**src/rtl/rca_arbiter_pkg.sv**
```systemverilog
// Shared types and helpers for the round-robin adder arbiter.
package rca_arbiter_pkg;

    typedef enum logic [1:0] {
        IDLE = 2'd0,
        EXEC = 2'd1,
        RESP = 2'd2
    } state_e;

    localparam logic OP_ADD = 1'b0;
    localparam logic OP_SUB = 1'b1;

    // Index width for n items; never below one bit so single-entry ports stay legal.
    function automatic int unsigned id_w(input int unsigned n);
        return (n > 1) ? $clog2(n) : 1;
    endfunction

endpackage

```
**src/rtl/ripple_carry_adder.sv**
```systemverilog
// Combinational ripple-carry adder/subtractor; add_sub_b = 1 selects in1 - in2.
module ripple_carry_adder #(
    parameter int unsigned BUS_WIDTH = 32
) (
    input  logic [BUS_WIDTH-1:0] in1,
    input  logic [BUS_WIDTH-1:0] in2,
    input  logic                 add_sub_b,
    output logic [BUS_WIDTH-1:0] sum
);

    always_comb begin : ripple
        logic w_c;
        logic w_b;
        sum = '0;
        // Subtraction as in1 + ~in2 + 1: the invert and the carry-in share add_sub_b.
        w_c = add_sub_b;
        for (int i = 0; i < BUS_WIDTH; i++) begin
            w_b    = in2[i] ^ add_sub_b;
            sum[i] = in1[i] ^ w_b ^ w_c;
            w_c    = (in1[i] & w_b) | (w_c & (in1[i] ^ w_b));
        end
    end

endmodule

```
**src/rtl/rca_arbiter.sv**
```systemverilog
// Round-robin arbiter sharing one ripple_carry_adder among NUM_REQ requesters.
// Optional RCA_ARB_OVF_EN adds a registered two's-complement overflow flag rsp_ovf.
module rca_arbiter
    import rca_arbiter_pkg::*;
#(
    parameter int unsigned BUS_WIDTH     = 32,
    parameter int unsigned NUM_REQ       = 4,
    parameter int unsigned SETTLE_CYCLES = 2,
    localparam int unsigned ID_W         = id_w(NUM_REQ)
) (
    input  logic                           clk,
    input  logic                           rst_n,
    input  logic [NUM_REQ-1:0]             req_valid,
    input  logic [NUM_REQ-1:0]             req_add_sub_b,
    input  logic [NUM_REQ*BUS_WIDTH-1:0]   req_in1,
    input  logic [NUM_REQ*BUS_WIDTH-1:0]   req_in2,
    output logic [NUM_REQ-1:0]             req_ready,
    output logic                           rsp_valid,
    input  logic                           rsp_ready,
    output logic [BUS_WIDTH-1:0]           rsp_out,
    output logic [ID_W-1:0]                rsp_id
`ifdef RCA_ARB_OVF_EN
    ,
    output logic                           rsp_ovf
`endif
);

    localparam int unsigned CNT_W          = id_w(SETTLE_CYCLES);
    localparam logic [CNT_W-1:0] CNT_LAST  = CNT_W'(SETTLE_CYCLES - 1);
    localparam logic [ID_W-1:0]  ID_LAST   = ID_W'(NUM_REQ - 1);

    state_e                 r_state;
    state_e                 w_state_nxt;
    logic [ID_W-1:0]        r_ptr;
    logic [CNT_W-1:0]       r_cnt;
    logic                   r_op;
    logic [BUS_WIDTH-1:0]   r_in1;
    logic [BUS_WIDTH-1:0]   r_in2;
    logic [ID_W-1:0]        r_owner;
    logic                   r_rsp_valid;
    logic [BUS_WIDTH-1:0]   r_rsp_out;
    logic [ID_W-1:0]        r_rsp_id;

    logic [NUM_REQ-1:0]     w_grant;
    logic [ID_W-1:0]        w_win_id;
    logic                   w_win_op;
    logic [BUS_WIDTH-1:0]   w_win_in1;
    logic [BUS_WIDTH-1:0]   w_win_in2;
    logic [BUS_WIDTH-1:0]   w_sum;
    logic                   w_accept;
    logic                   w_sample;

    // First valid requester at or after ptr, ascending with wrap.
    function automatic logic [NUM_REQ-1:0] rr_grant(input logic [NUM_REQ-1:0] valid,
                                                    input logic [ID_W-1:0]    ptr);
        logic [NUM_REQ-1:0] g;
        logic               found;
        g     = '0;
        found = 1'b0;
        for (int unsigned i = 0; i < NUM_REQ; i++) begin
            for (int unsigned j = 0; j < NUM_REQ; j++) begin
                if (!found && valid[j] && (((32'(ptr) + i) % NUM_REQ) == j)) begin
                    g[j]  = 1'b1;
                    found = 1'b1;
                end
            end
        end
        return g;
    endfunction

    assign w_grant = rr_grant(req_valid, r_ptr);

    always_comb begin
        w_win_id  = '0;
        w_win_op  = 1'b0;
        w_win_in1 = '0;
        w_win_in2 = '0;
        for (int unsigned i = 0; i < NUM_REQ; i++) begin
            if (w_grant[i]) begin
                w_win_id  = ID_W'(i);
                w_win_op  = req_add_sub_b[i];
                w_win_in1 = req_in1[i*BUS_WIDTH +: BUS_WIDTH];
                w_win_in2 = req_in2[i*BUS_WIDTH +: BUS_WIDTH];
            end
        end
    end

    // Gated by rst_n so no grant is offered while reset is held.
    assign req_ready = (r_state == IDLE && rst_n) ? w_grant : '0;

    always_comb begin
        w_state_nxt = r_state;
        w_accept    = 1'b0;
        w_sample    = 1'b0;
        unique case (r_state)
            IDLE: begin
                if (|w_grant) begin
                    w_state_nxt = EXEC;
                    w_accept    = 1'b1;
                end
            end
            EXEC: begin
                if (r_cnt == CNT_LAST) begin
                    w_state_nxt = RESP;
                    w_sample    = 1'b1;
                end
            end
            RESP: begin
                if (rsp_ready) begin
                    w_state_nxt = IDLE;
                end
            end
            default: w_state_nxt = IDLE;
        endcase
    end

    always_ff @(posedge clk or negedge rst_n) begin
        if (!rst_n) begin
            r_state <= IDLE;
        end else begin
            r_state <= w_state_nxt;
        end
    end

    ripple_carry_adder #(
        .BUS_WIDTH (BUS_WIDTH)
    ) u_adder (
        .in1       (r_in1),
        .in2       (r_in2),
        .add_sub_b (r_op),
        .sum       (w_sum)
    );

    always_ff @(posedge clk or negedge rst_n) begin
        if (!rst_n) begin
            r_ptr       <= '0;
            r_cnt       <= '0;
            r_op        <= OP_ADD;
            r_in1       <= '0;
            r_in2       <= '0;
            r_owner     <= '0;
            r_rsp_valid <= 1'b0;
            r_rsp_out   <= '0;
            r_rsp_id    <= '0;
        end else begin
            if (r_state == EXEC) begin
                r_cnt <= r_cnt + 1'b1;
            end
            if (w_accept) begin
                r_op    <= w_win_op;
                r_in1   <= w_win_in1;
                r_in2   <= w_win_in2;
                r_owner <= w_win_id;
                r_ptr   <= (w_win_id == ID_LAST) ? '0 : w_win_id + 1'b1;
                r_cnt   <= '0;
            end
            if (w_sample) begin
                r_rsp_out   <= w_sum;
                r_rsp_id    <= r_owner;
                r_rsp_valid <= 1'b1;
            end
            if (r_state == RESP && rsp_ready) begin
                r_rsp_valid <= 1'b0;
            end
        end
    end

    assign rsp_valid = r_rsp_valid;
    assign rsp_out   = r_rsp_out;
    assign rsp_id    = r_rsp_id;

`ifdef RCA_ARB_OVF_EN
    logic r_rsp_ovf;
    logic w_ovf;

    always_comb begin
        if (r_op == OP_SUB) begin
            w_ovf = (r_in1[BUS_WIDTH-1] != r_in2[BUS_WIDTH-1]) &&
                    (w_sum[BUS_WIDTH-1] != r_in1[BUS_WIDTH-1]);
        end else begin
            w_ovf = (r_in1[BUS_WIDTH-1] == r_in2[BUS_WIDTH-1]) &&
                    (w_sum[BUS_WIDTH-1] != r_in1[BUS_WIDTH-1]);
        end
    end

    always_ff @(posedge clk or negedge rst_n) begin
        if (!rst_n) begin
            r_rsp_ovf <= 1'b0;
        end else if (w_sample) begin
            r_rsp_ovf <= w_ovf;
        end
    end

    assign rsp_ovf = r_rsp_ovf;
`endif

endmodule

```
**config.mk**
```make
export PLATFORM = sky130hd
export DESIGN_NAME = rca_arbiter
export DESIGN_NICKNAME = d
export VERILOG_FILES = /design/src/rtl/rca_arbiter_pkg.sv /design/src/rtl/ripple_carry_adder.sv /design/src/rtl/rca_arbiter.sv
export SDC_FILE = /design/constraint.sdc
export NUM_CORES = 1
export LEC_CHECK = 0
export BUFFER_PORTS_ARGS = -buffer_cell sky130_fd_sc_hd__buf_2
export CORE_UTILIZATION = 49
export DETAILED_ROUTE_END_ITERATION = 7
export GPL_TIMING_DRIVEN = 0
export PLACE_DENSITY = 0.89
export RECOVER_POWER = 100
export SLEW_MARGIN = 10
export SYNTH_ARGS = -nofsm -noshare
export SYNTH_HDL_FRONTEND = slang
export SYNTH_SLANG_ARGS = --single-unit
```
**constraint.sdc**
```tcl
create_clock -name clk -period 17.5 [get_ports clk]
set_clock_uncertainty 0.2 [all_clocks]
set_input_delay 1.75 -clock clk [delete_from_list [all_inputs] [get_ports clk]]
set_output_delay 1.75 -clock clk [all_outputs]
set_load 0.01 [all_outputs]
```
==> results of run 1 <==
==> kinds of logic (layout without fill, tap and decap cells) <==
kind of cell,after synthesis,count (layout),share of synthesized area (%)
xor gates and xnor gates,35,35,4.20
AOI/OAI and AO/OA,372,372,38.4
other,0,2,0
adders and majority gates,30,30,8.22
muxes,5,5,0.771
buffers and inverters,139,458,7.96
DFF,107,107,36.7
and+or+nand+nor,61,61,3.80
==> critical path: cells and delay by family (launching register included) <==
family,cells,cell delay [ns]
flip-flops,1,0.32
XOR/XNOR,3,0.64
AO/OA/AOI/OAI,1,0.11
adder cells (fa/ha/maj),30,12.12
buffers and inverters,5,1.01
==> power groups by stage <==
stage / logic [W] / clock network (W) / registers, W
finish: 0.00121 / 0.000213 / 0.000464
CTS: 0.00121 / 0.000212 / 0.000459
global placement: 0.00115 / 0 / 0.000456
floorplan: 0.000807 / 0 / 0.000458
detailed placement: 0.00120 / 0 / 0.000463
global route: 0.00133 / 0.000223 / 0.000472
==> registers in the layout, indices dropped and copies added, names as in the netlist <==
name / flops
r_in1: 32
r_in2: 32
rsp_out: 32
r_owner: 2
r_ptr: 2
r_state: 2
rsp_id: 2
r_cnt: 1
r_op: 1
rsp_valid: 1
==> synthesized netlist by cell type, drive strengths merged, types with 5 or more instances <==
master and count:
clkbuf 67, o21ai 60, nand2 38, fa 30
o41ai 65, nor2 11, mux2 5, buf 39
a31oi 67, dfrtp 107, a32oi 130, inv 33
o21bai 38, xnor2 32
==> per-stage QoR <==
| stage | util [%] | total power [W] | cells | area [um2] | setup slack [ns] |
|---|---|---|---|---|---|
| finish | 63.9 | 0.00189 | 1254 | 9280 | 2.92 |
| global route | 63.9 | 0.00203 | 1254 | 9280 | 2.44 |
| CTS | 64.6 | 0.00188 | 1252 | 9390 | 2.91 |
| detailed placement | 62.6 | 0.00167 | 1238 | 9090 | 2.99 |
| global placement | 62.3 | 0.00161 | 1237 | 9060 | 3.24 |
| floorplan | - | 0.00127 | 749 | 7310 | 3.89 |
==> layout make-up <==
| cell class | count | area [um2] |
|---|---|---|
| Antenna cell | 2 | 5.00 |
| Buffer | 106 | 443 |
| Clock buffer | 12 | 267 |
| Clock inverter | 2 | 35.0 |
| Fill cell | 1313 | 5250 |
| Inverter | 33 | 124 |
| Multi-Input combinational cell | 503 | 4030 |
| Sequential cell | 107 | 2680 |
| Tap cell | 184 | 230 |
| Timing Repair Buffer | 305 | 1470 |
==> layer usage <==
| layer | GRT usage (%) | vias up | part of all wire (%) |
|---|---|---|---|
| li1 | - | 3632 | - |
| met1 | 46.1 | 3961 | 39 |
| met2 | 58.8 | 645 | 46 |
| met3 | 8.38 | 101 | 10 |
| met4 | 17.3 | 0 | 4.8 |
| met5 | 0 | - | 0 |
==> final timing paths <==
check                           startpoint     endpoint
worst max register to register        r_op  rsp_out[31]
worst min register to register  rsp_out[2]   rsp_out[2]
worst min-delay path            rsp_out[2]   rsp_out[2]
max in group asynchronous            rst_n     r_in2[0]
worst max-delay path                  r_op  rsp_out[31]
min in group asynchronous            rst_n  rsp_out[21]
==> flow_metrics.env, run 1 <==
export IMPL_status="complete, but fails checks"
export IMPL_failed_checks="capacitance limit, slew limit"
export IMPL_initial_core_util_pct=50.3
export IMPL_portBuffers=304
export IMPL_areaGrowthSynthToFinish_pct=27.1
export IMPL_drc=0
export IMPL_p_comb_share_pct=64.1
export IMPL_syn_cell_area_mm2=0.00731
export IMPL_first_iter_violations=859
export IMPL_grt_usage_pct=36.4
export IMPL_max_stage_delay_ns=0.56
export IMPL_layout_common_cells="284 x buf_2, 130 x a32oi_1, 116 x clkbuf_1, 107 x dfrtp_1, 67 x a31oi_1"
export IMPL_antenna_found_initial=3
export IMPL_postCtsHoldBufs=0
export IMPL_rsz0062_at_grt="no"
export IMPL_cpMostUsedCell="fa_1"
export IMPL_relSlewSlack_pct=-129
export IMPL_die_w_um=124
export IMPL_wl_per_cell_um=22.4
export IMPL_vias=8339
export IMPL_dp_hpwl_um=21600
export IMPL_num_io_pins=306
export IMPL_clk_path_buf_depth=2
export IMPL_cp_start_kind="flop"
export IMPL_htreeDepth=3
export IMPL_netlist_cell_type_count=35
export IMPL_end_kind="flop"
export IMPL_numCtsBuffers=9
export IMPL_setup_tns_ns=0
export IMPL_setup_viol=0
export IMPL_drt_vias_per_instance=6.65
export IMPL_dieArea_mm2=0.0154
export IMPL_required_ns=17.52
export IMPL_synth_ff_type="dfrtp_1"
export IMPL_syn_num_nets=1046
export IMPL_crit_type="flop to flop"
export IMPL_synth_edff_count=0
export IMPL_rr_worst_depth=39
export IMPL_post_cts_buffers=0
export IMPL_drv_cap=2
export IMPL_max_freq_ghz=0.0686
export IMPL_clk_pin_slew_ns=0.07
export IMPL_slowest_stage="clkbuf_1"
export IMPL_synth_area_leader_cell="dfrtp_1"
export IMPL_avgSynthCellArea_um2=9.75
export IMPL_grt_pass1_vias=7692
export IMPL_core_mm2=0.0145
export IMPL_power_density_mw_per_mm2=203
export IMPL_crit_arrival_ns=14.60
export IMPL_switchingPower_w=0.000925
export IMPL_drv_slew=111
export IMPL_seq_area_frac_synth_pct=36.7
export IMPL_final_common_cell="buf_2"
export IMPL_first_pass_iters=5
export IMPL_p_sw_share_pct=49.0
export IMPL_grt_overflow=0
export IMPL_worstPathMaxFanout=10
export IMPL_fp_dieH_um=124
export IMPL_gp_congestion=0.925
export IMPL_ys_async_sr_fraction_pct=100
export IMPL_synth_top_cell_area_share_pct=36.7
export IMPL_synthCells=749
export IMPL_ys_ff_latch=107
export IMPL_period_share_pct=83.3
export IMPL_p_int_w=0.000962
export IMPL_max_vdd_ir_drop_mv=0.0817
export IMPL_clk_latency_ns=0.35
export IMPL_finalWirelength_um=28100
export IMPL_cts_root_buffer="clkbuf_16"
export IMPL_fp_row_count=44
export IMPL_r2r_slack_ns=2.92
export IMPL_power_share_sequential_pct=24.6
export IMPL_hold_violations=0
export IMPL_p_leak_nw=3.92
export IMPL_cts_tree="done"
export IMPL_tightest_slew_ns=3.43
export IMPL_cts_resized_gates=0
export IMPL_drive_above_1_share_pct=29.1
export IMPL_holdCritPathClass="flop to flop"
export IMPL_yosys_top_cells_area="dfrtp_1 37%, a32oi_1 16%, fa_1 8.2%, o41ai_1 7.8%, a31oi_1 5.7%"
export IMPL_grt_max_degree=65
export IMPL_p_clk_share_pct=11.3
export IMPL_hold_ws_ns=0.280
export IMPL_nNetsFinal=1362
export IMPL_synth_warnings=0
export IMPL_cts_sinks=107
export IMPL_min_path_cells=2
export IMPL_period_needed_ns=14.58
export IMPL_ant_nets=0
export IMPL_grt_pass1_wl_um=41300
Note: power is estimated with default switching activity, not from simulation.
==> run 2, diff against run 1 <==
Settings changed: ABC_AREA set to 1, CORE_UTILIZATION 49 to 44, PLACE_DENSITY 0.89 to 0.85.
Clock period 17.5 ns to 11.98 ns, I/O delays scaled along.
==> run 2 against run 1 <==
  * The run ends with capacitance limit, slew limit, setup timing left
  * Critical path type unchanged
  * Worst setup slack worse by 3.3 ns
  * Hold slack got worse by 0.0078 ns
  * Via count is 7.9% lower
==> flow_metrics.env, run 2 <==
export IMPL_status="complete, but fails checks"
export IMPL_failed_checks="capacitance limit, slew limit, setup timing"
export IMPL_design_area_mm2=0.00954
export IMPL_p_comb_share_pct=67.3
export IMPL_gp_congestion=0.886
export IMPL_slowest_stage="dfrtp_2"
export IMPL_grt_pass1_vias=7682
export IMPL_drc=0
export IMPL_synth_most_common_cell="nand2_1"
export IMPL_cp_start_kind="flop"
export IMPL_ys_ff_latch=107
export IMPL_wl_per_cell_um=14.6
export IMPL_crit_arrival_ns=12.40
export IMPL_p_sw_share_pct=50.2
export IMPL_holdCritPathClass="flop to flop"
export IMPL_cpMostUsedCell="fa_2"
export IMPL_hold_violations=0
export IMPL_seq_area_frac_synth_pct=36.5
export IMPL_fp_dieH_um=131
export IMPL_pre_cts_ws_ns=-0.701
export IMPL_avgSynthCellArea_um2=6.84
export IMPL_synth_common_cells="588 x nand2_1, 107 x dfrtp_1, 85 x inv_1"
export IMPL_period_share_pct=103
export IMPL_clk_path_buf_depth=2
export IMPL_htreeDepth=3
export IMPL_synthCells=1074
export IMPL_p_clk_share_pct=11.2
export IMPL_drt_vias_per_instance=4.76
export IMPL_grt_max_degree=59
export IMPL_cts_root_buffer="clkbuf_16"
export IMPL_first_iter_violations=460
export IMPL_dp_hpwl_um=18200
export IMPL_die_w_um=131
export IMPL_grt_usage_pct=28.2
export IMPL_p_int_w=0.00151
export IMPL_setup_viol=2
export IMPL_first_pass_iters=7
export IMPL_max_stage_delay_ns=0.46
export IMPL_num_io_pins=306
export IMPL_layout_common_cells="589 x nand2_1, 277 x buf_2, 106 x dfrtp_1, 82 x inv_1, 73 x nand3_1"
export IMPL_rsz0062_at_grt="yes"
export IMPL_fp_row_count=46
export IMPL_synth_top_cell_area_share_pct=36.5
export IMPL_timing_rr_start="r_op"
export IMPL_drv_slew=111
export IMPL_final_common_cell="nand2_1"
export IMPL_p_leak_nw=5.22
export IMPL_drv_cap=2
export IMPL_final_util_pct=59.4
export IMPL_dieArea_mm2=0.0172
export IMPL_tightest_slew_ns=3.07
export IMPL_nNetsFinal=1690
export IMPL_antenna_found_initial=0
export IMPL_relSlewSlack_pct=-104
export IMPL_synth_warnings=0
export IMPL_period_needed_ns=12.38
export IMPL_cts_tree="done"
export IMPL_clk_pin_slew_ns=0.07
export IMPL_crit_type="flop to flop"
export IMPL_ant_nets=0
export IMPL_synth_edff_count=0
export IMPL_grt_pass1_wl_um=37700
export IMPL_vias=7680
export IMPL_required_ns=12.00
export IMPL_setup_slack_ns=-0.398
export IMPL_synth_area_leader_cell="dfrtp_1"
export IMPL_numCtsBuffers=9
export IMPL_portBuffers=305
export IMPL_yosys_top_cells_area="dfrtp_1 36%, nand2_1 30%, fa_1 8.2%, nand3_1 5.0%, inv_1 4.3%"
export IMPL_power_share_sequential_pct=21.5
export IMPL_netlist_cell_type_count=31
export IMPL_areaGrowthSynthToFinish_pct=30.0
export IMPL_place_area_mm2=0.00926
export IMPL_max_freq_ghz=0.0808
export IMPL_switchingPower_w=0.00153
export IMPL_crit_start="r_op"
export IMPL_max_vdd_ir_drop_mv=0.139
export IMPL_worstPathMaxFanout=4
export IMPL_finalWirelength_um=23500
export IMPL_synth_ff_type="dfrtp_1"
export IMPL_grt_overflow=0
export IMPL_power_density_mw_per_mm2=318
export IMPL_initial_core_util_pct=45.7
export IMPL_core_mm2=0.0161
export IMPL_drive_above_1_share_pct=25.7
export IMPL_ys_async_sr_fraction_pct=100
export IMPL_syn_num_nets=1371
export IMPL_antenna_cells=0
export IMPL_cts_sinks=107
export IMPL_syn_cell_area_mm2=0.00734
export IMPL_clk_latency_ns=0.35
export IMPL_end_kind="flop"
export IMPL_fill_cells=1508
export IMPL_min_from="rsp_id[1]"
run 2: cell count changes after synthesis, sizes merged, moves of 54 or more:
| cell | change |
|---|---|
| a32oi | -130 |
| nand3 | +74 |
| nand2 | +553 |
| clkbuf | -54 |
| a31oi | -67 |
| o41ai | -65 |
| inv | +54 |
run 2: routing by layer:
| metal | GRT usage, % | wire length, um | up-vias |
|---|---|---|---|
| li1 | - | - | 3849 |
| met1 | 33.8 | 9950 | 3521 |
| met2 | 50.0 | 11700 | 269 |
| met3 | 5.36 | 1250 | 41 |
| met4 | 10.1 | 642 | 0 |
| met5 | 0 | 0 | - |
run 2: area by class of cell:
class,instances,area [um2],share of cell area [%]
plain buffers,53,352,3.68
clock buffers,11,243,2.54
clock inverters,5,100,1.05
inverters,115,432,4.52
multi-input cells,798,3970,41.6
flip-flops and latches,107,2680,28.1
well taps,216,270,2.83
repair buffers,309,1500,15.7
run 2: power by group through the flow:
stage,Sequential (W),Combinational (W),Clock (W)
after floorplan,0.000659,0.00141,0
after global placement,0.000642,0.00198,0
after detailed placement,0.000650,0.00207,0
after CTS,0.000646,0.00209,0.000346
after global routing,0.000672,0.00234,0.000358
final,0.000653,0.00205,0.000340
run 2: repair_timing:
item / 4_1_cts / 5_1_grt
pin swaps: 2 / 2
endpoints found under the hold margin: 0 / 0
setup buffers: 3 / 0
setup endpoints to repair: 3 / 3
resized for setup: 6 / 7
hold buffers: 0 / 0
run 2: kinds of logic (layout without fill, tap and decap cells):
family,after synthesis,in the layout,synth area share (%)
buffers and inverters,169,493,10.6
adders and majority gates,30,30,8.18
DFF,107,107,36.5
AOI/OAI and AO/OA,40,40,2.98
muxes,1,1,0.153
and+or+nand+nor,693,693,37.5
xor gates and xnor gates,34,34,4.06
run 2: path summary, 6_finish.rpt:
kind	to	slack, ns	depth (start not counted)
max	rsp_out[31]	-0.40	38
min	rsp_id[1]	0.27	2
max reg2reg	rsp_out[31]	-0.40	38
min reg2reg	rsp_id[1]	0.27	2
max in group asynchronous	r_in1[25]	6.16	2
min in group asynchronous	r_in1[9]	1.49	1
run 2: metrics by stage:
| step | hold slack [ns] | total power (W) | TNS [ns] | cells |
|---|---|---|---|---|
| after global placement | 0.252 | 0.00262 | -0.848 | 1595 |
| after global routing | 0.301 | 0.00337 | -1.41 | 1614 |
| after CTS | 0.272 | 0.00308 | -0.890 | 1615 |
| after detailed placement | 0.255 | 0.00272 | -1.28 | 1596 |
| final | 0.273 | 0.00304 | -0.631 | 1614 |
| after floorplan | 0.242 | 0.00207 | -0.117 | 1074 |
run 2: worst max-delay path, delay by kind of cell, from the launching register on:
family	cells	cell delay (ns)
xor+xnor	3	0.45
buf+inv	4	0.31
compound gates	1	0.07
fa+ha+maj	30	10.72
flops	1	0.46
==> run 3, diff against run 2 <==
Settings changed: CORE_UTILIZATION 44 to 45, CTS_BUF_LIST set to sky130_fd_sc_hd__clkbuf_4, PLACE_DENSITY 0.85 to 0.87.
==> run 3 against run 2 <==
  * The flow still finishes with violations (capacitance limit, slew limit, setup timing)
  * Utilization shrank 0.37 points
  * Critical path depth is the same
  * Non-clock buffer count shrank 1
  * Critical endpoint unchanged
  * Largest cell class unchanged
==> flow_metrics.env, run 3 (same netlist as run 2, synthesis figures left out) <==
export IMPL_dp_hpwl_um=18000
export IMPL_htreeDepth=3
export IMPL_numCtsBuffers=9
export IMPL_fp_row_count=46
export IMPL_vias=7714
export IMPL_p_comb_share_pct=70.8
export IMPL_cts_tree="done"
export IMPL_gp_congestion=0.856
export IMPL_clk_path_buf_depth=2
export IMPL_first_pass_iters=5
export IMPL_clk_pin_slew_ns=0.14
export IMPL_worstPathMaxFanout=4
export IMPL_tightest_slew_ns=3.26
export IMPL_place_area_mm2=0.00926
export IMPL_status="complete, but fails checks"
export IMPL_cts_root_buffer="clkbuf_4"
export IMPL_failed_checks="capacitance limit, slew limit, setup timing"
export IMPL_power_share_sequential_pct=22.3
export IMPL_antenna_found_initial=1
export IMPL_grt_usage_pct=27.8
export IMPL_max_vdd_ir_drop_mv=0.141
export IMPL_cp_start_kind="flop"
export IMPL_portBuffers=305
export IMPL_max_stage_delay_ns=0.47
export IMPL_holdCritPathClass="flop to flop"
export IMPL_drc=0
export IMPL_grt_pass1_wl_um=35100
export IMPL_p_sw_share_pct=51.9
export IMPL_layout_common_cells="588 x nand2_1, 289 x buf_2, 106 x dfrtp_1, 82 x inv_1, 73 x nand3_1"
export IMPL_switchingPower_w=0.00151
export IMPL_grt_overflow=0
export IMPL_final_common_cell="nand2_1"
export IMPL_hold_violations=0
export IMPL_crit_arrival_ns=12.52
export IMPL_drv_slew=111
export IMPL_num_io_pins=306
export IMPL_first_iter_violations=511
export IMPL_p_clk_share_pct=6.9
export IMPL_critPathBufInv=4
export IMPL_initial_core_util_pct=46.2
export IMPL_clk_latency_ns=0.48
export IMPL_end_kind="flop"
export IMPL_core_mm2=0.0159
export IMPL_timing_rr_start="r_op"
export IMPL_fill_cells=1512
export IMPL_period_share_pct=103
export IMPL_relSlewSlack_pct=-118
export IMPL_required_ns=12.13
export IMPL_p_leak_nw=5.16
export IMPL_power_density_mw_per_mm2=310
export IMPL_max_freq_ghz=0.0808
export IMPL_slowest_stage="dfrtp_2"
export IMPL_nNetsFinal=1689
export IMPL_setup_slack_ns=-0.398
export IMPL_crit_start="r_op"
export IMPL_crit_type="flop to flop"
export IMPL_setup_viol=2
export IMPL_drt_vias_per_instance=4.79
export IMPL_power_total_w=0.00291
export IMPL_critical_path_top_delay_family="adder cells"
export IMPL_grt_max_degree=62
export IMPL_areaGrowthSynthToFinish_pct=27.8
export IMPL_min_from="r_owner[0]"
export IMPL_period_needed_ns=12.38
export IMPL_drive_above_1_share_pct=27.0
export IMPL_dieArea_mm2=0.0168
export IMPL_drv_cap=2
export IMPL_die_w_um=130
export IMPL_cts_sinks=107
export IMPL_wl_per_cell_um=14.3
export IMPL_fp_dieH_um=130
export IMPL_finalWirelength_um=23000
export IMPL_setup_tns_ns=-0.609
export IMPL_grt_pass1_vias=7080
export IMPL_p_int_w=0.00140
export IMPL_cpMostUsedCell="fa_2"
export IMPL_design_area_mm2=0.00938
export IMPL_place_inst=1596
export IMPL_rsz0062_at_grt="yes"
export IMPL_ant_nets=0
export IMPL_fin_cells=1612
==> run 3: changes by cell type in the layout (fill, tap and decap cells not counted), sizes merged <==
cell	delta
bufinv	-1
clkinv	-1
diode	+1
clkbuf	-12
buf	+11
==> run 3: stage by stage <==
step           util, %  setup slack (ns)  hold WS [ns]
3_5_place_dp      58.3            -0.747         0.259
4_1_cts           59.5            -0.519         0.292
3_3_place_gp      58.1            -0.571         0.252
2_1_floorplan        -            -0.117         0.242
6_report          59.1            -0.398         0.290
5_1_grt           59.1            -0.790         0.310
==> run 3: worst paths after layout <==
path                               endpoint  slack (ns)  cells after the start
worst max-delay path            rsp_out[31]       -0.40                     38
worst max register to register  rsp_out[31]       -0.40                     38
worst min register to register   r_owner[0]        0.29                      2
worst min-delay path             r_owner[0]        0.29                      2
min in group asynchronous          r_in1[8]        1.29                      1
max in group asynchronous             r_cnt        6.21                      2
==> run 3: power by group through the flow <==
| stage | combinational (W) | sequential [W] | clock [W] |
|---|---|---|---|
| 4_1_cts | 0.00208 | 0.000643 | 0.000205 |
| 3_3_place_gp | 0.00198 | 0.000641 | 0 |
| 6_report | 0.00206 | 0.000648 | 0.000202 |
| 3_5_place_dp | 0.00206 | 0.000649 | 0 |
| 2_1_floorplan | 0.00141 | 0.000659 | 0 |
| 5_1_grt | 0.00235 | 0.000667 | 0.000218 |
==> run 3: cell type report <==
type	instances	area, um2	area share, %
Antenna cell	1	2.50	0.0267
Buffer	53	360	3.84
Clock buffer	11	82.6	0.880
Clock inverter	3	65.1	0.694
Inverter	115	432	4.60
Multi-Input combinational cell	798	3990	42.5
Sequential cell	107	2680	28.6
Tap cell	216	270	2.88
Timing Repair Buffer	308	1500	16.0
==> run 3: metal layers <==
layer | vias up | track usage (%) | share of wire [%]
met5 | - | 0 | 0
met4 | 0 | 6.98 | 1.8
met3 | 31 | 5.21 | 6.2
met2 | 316 | 49.2 | 50
met1 | 3517 | 34.9 | 42
li1 | 3850 | - | -
==> run 3: repair_timing <==
action	in CTS	in global routing
pin swaps	1	2
hold buffers	0	0
gates resized for setup	8	7
buffers inserted	2	0
endpoints found under the setup margin	3	3
==> run 3: worst min-delay path, cell delays in order (launching register included) <==
cell and delay, ns:
dfrtp_1 0.37, nand2_1 0.05, nand2_1 0.05
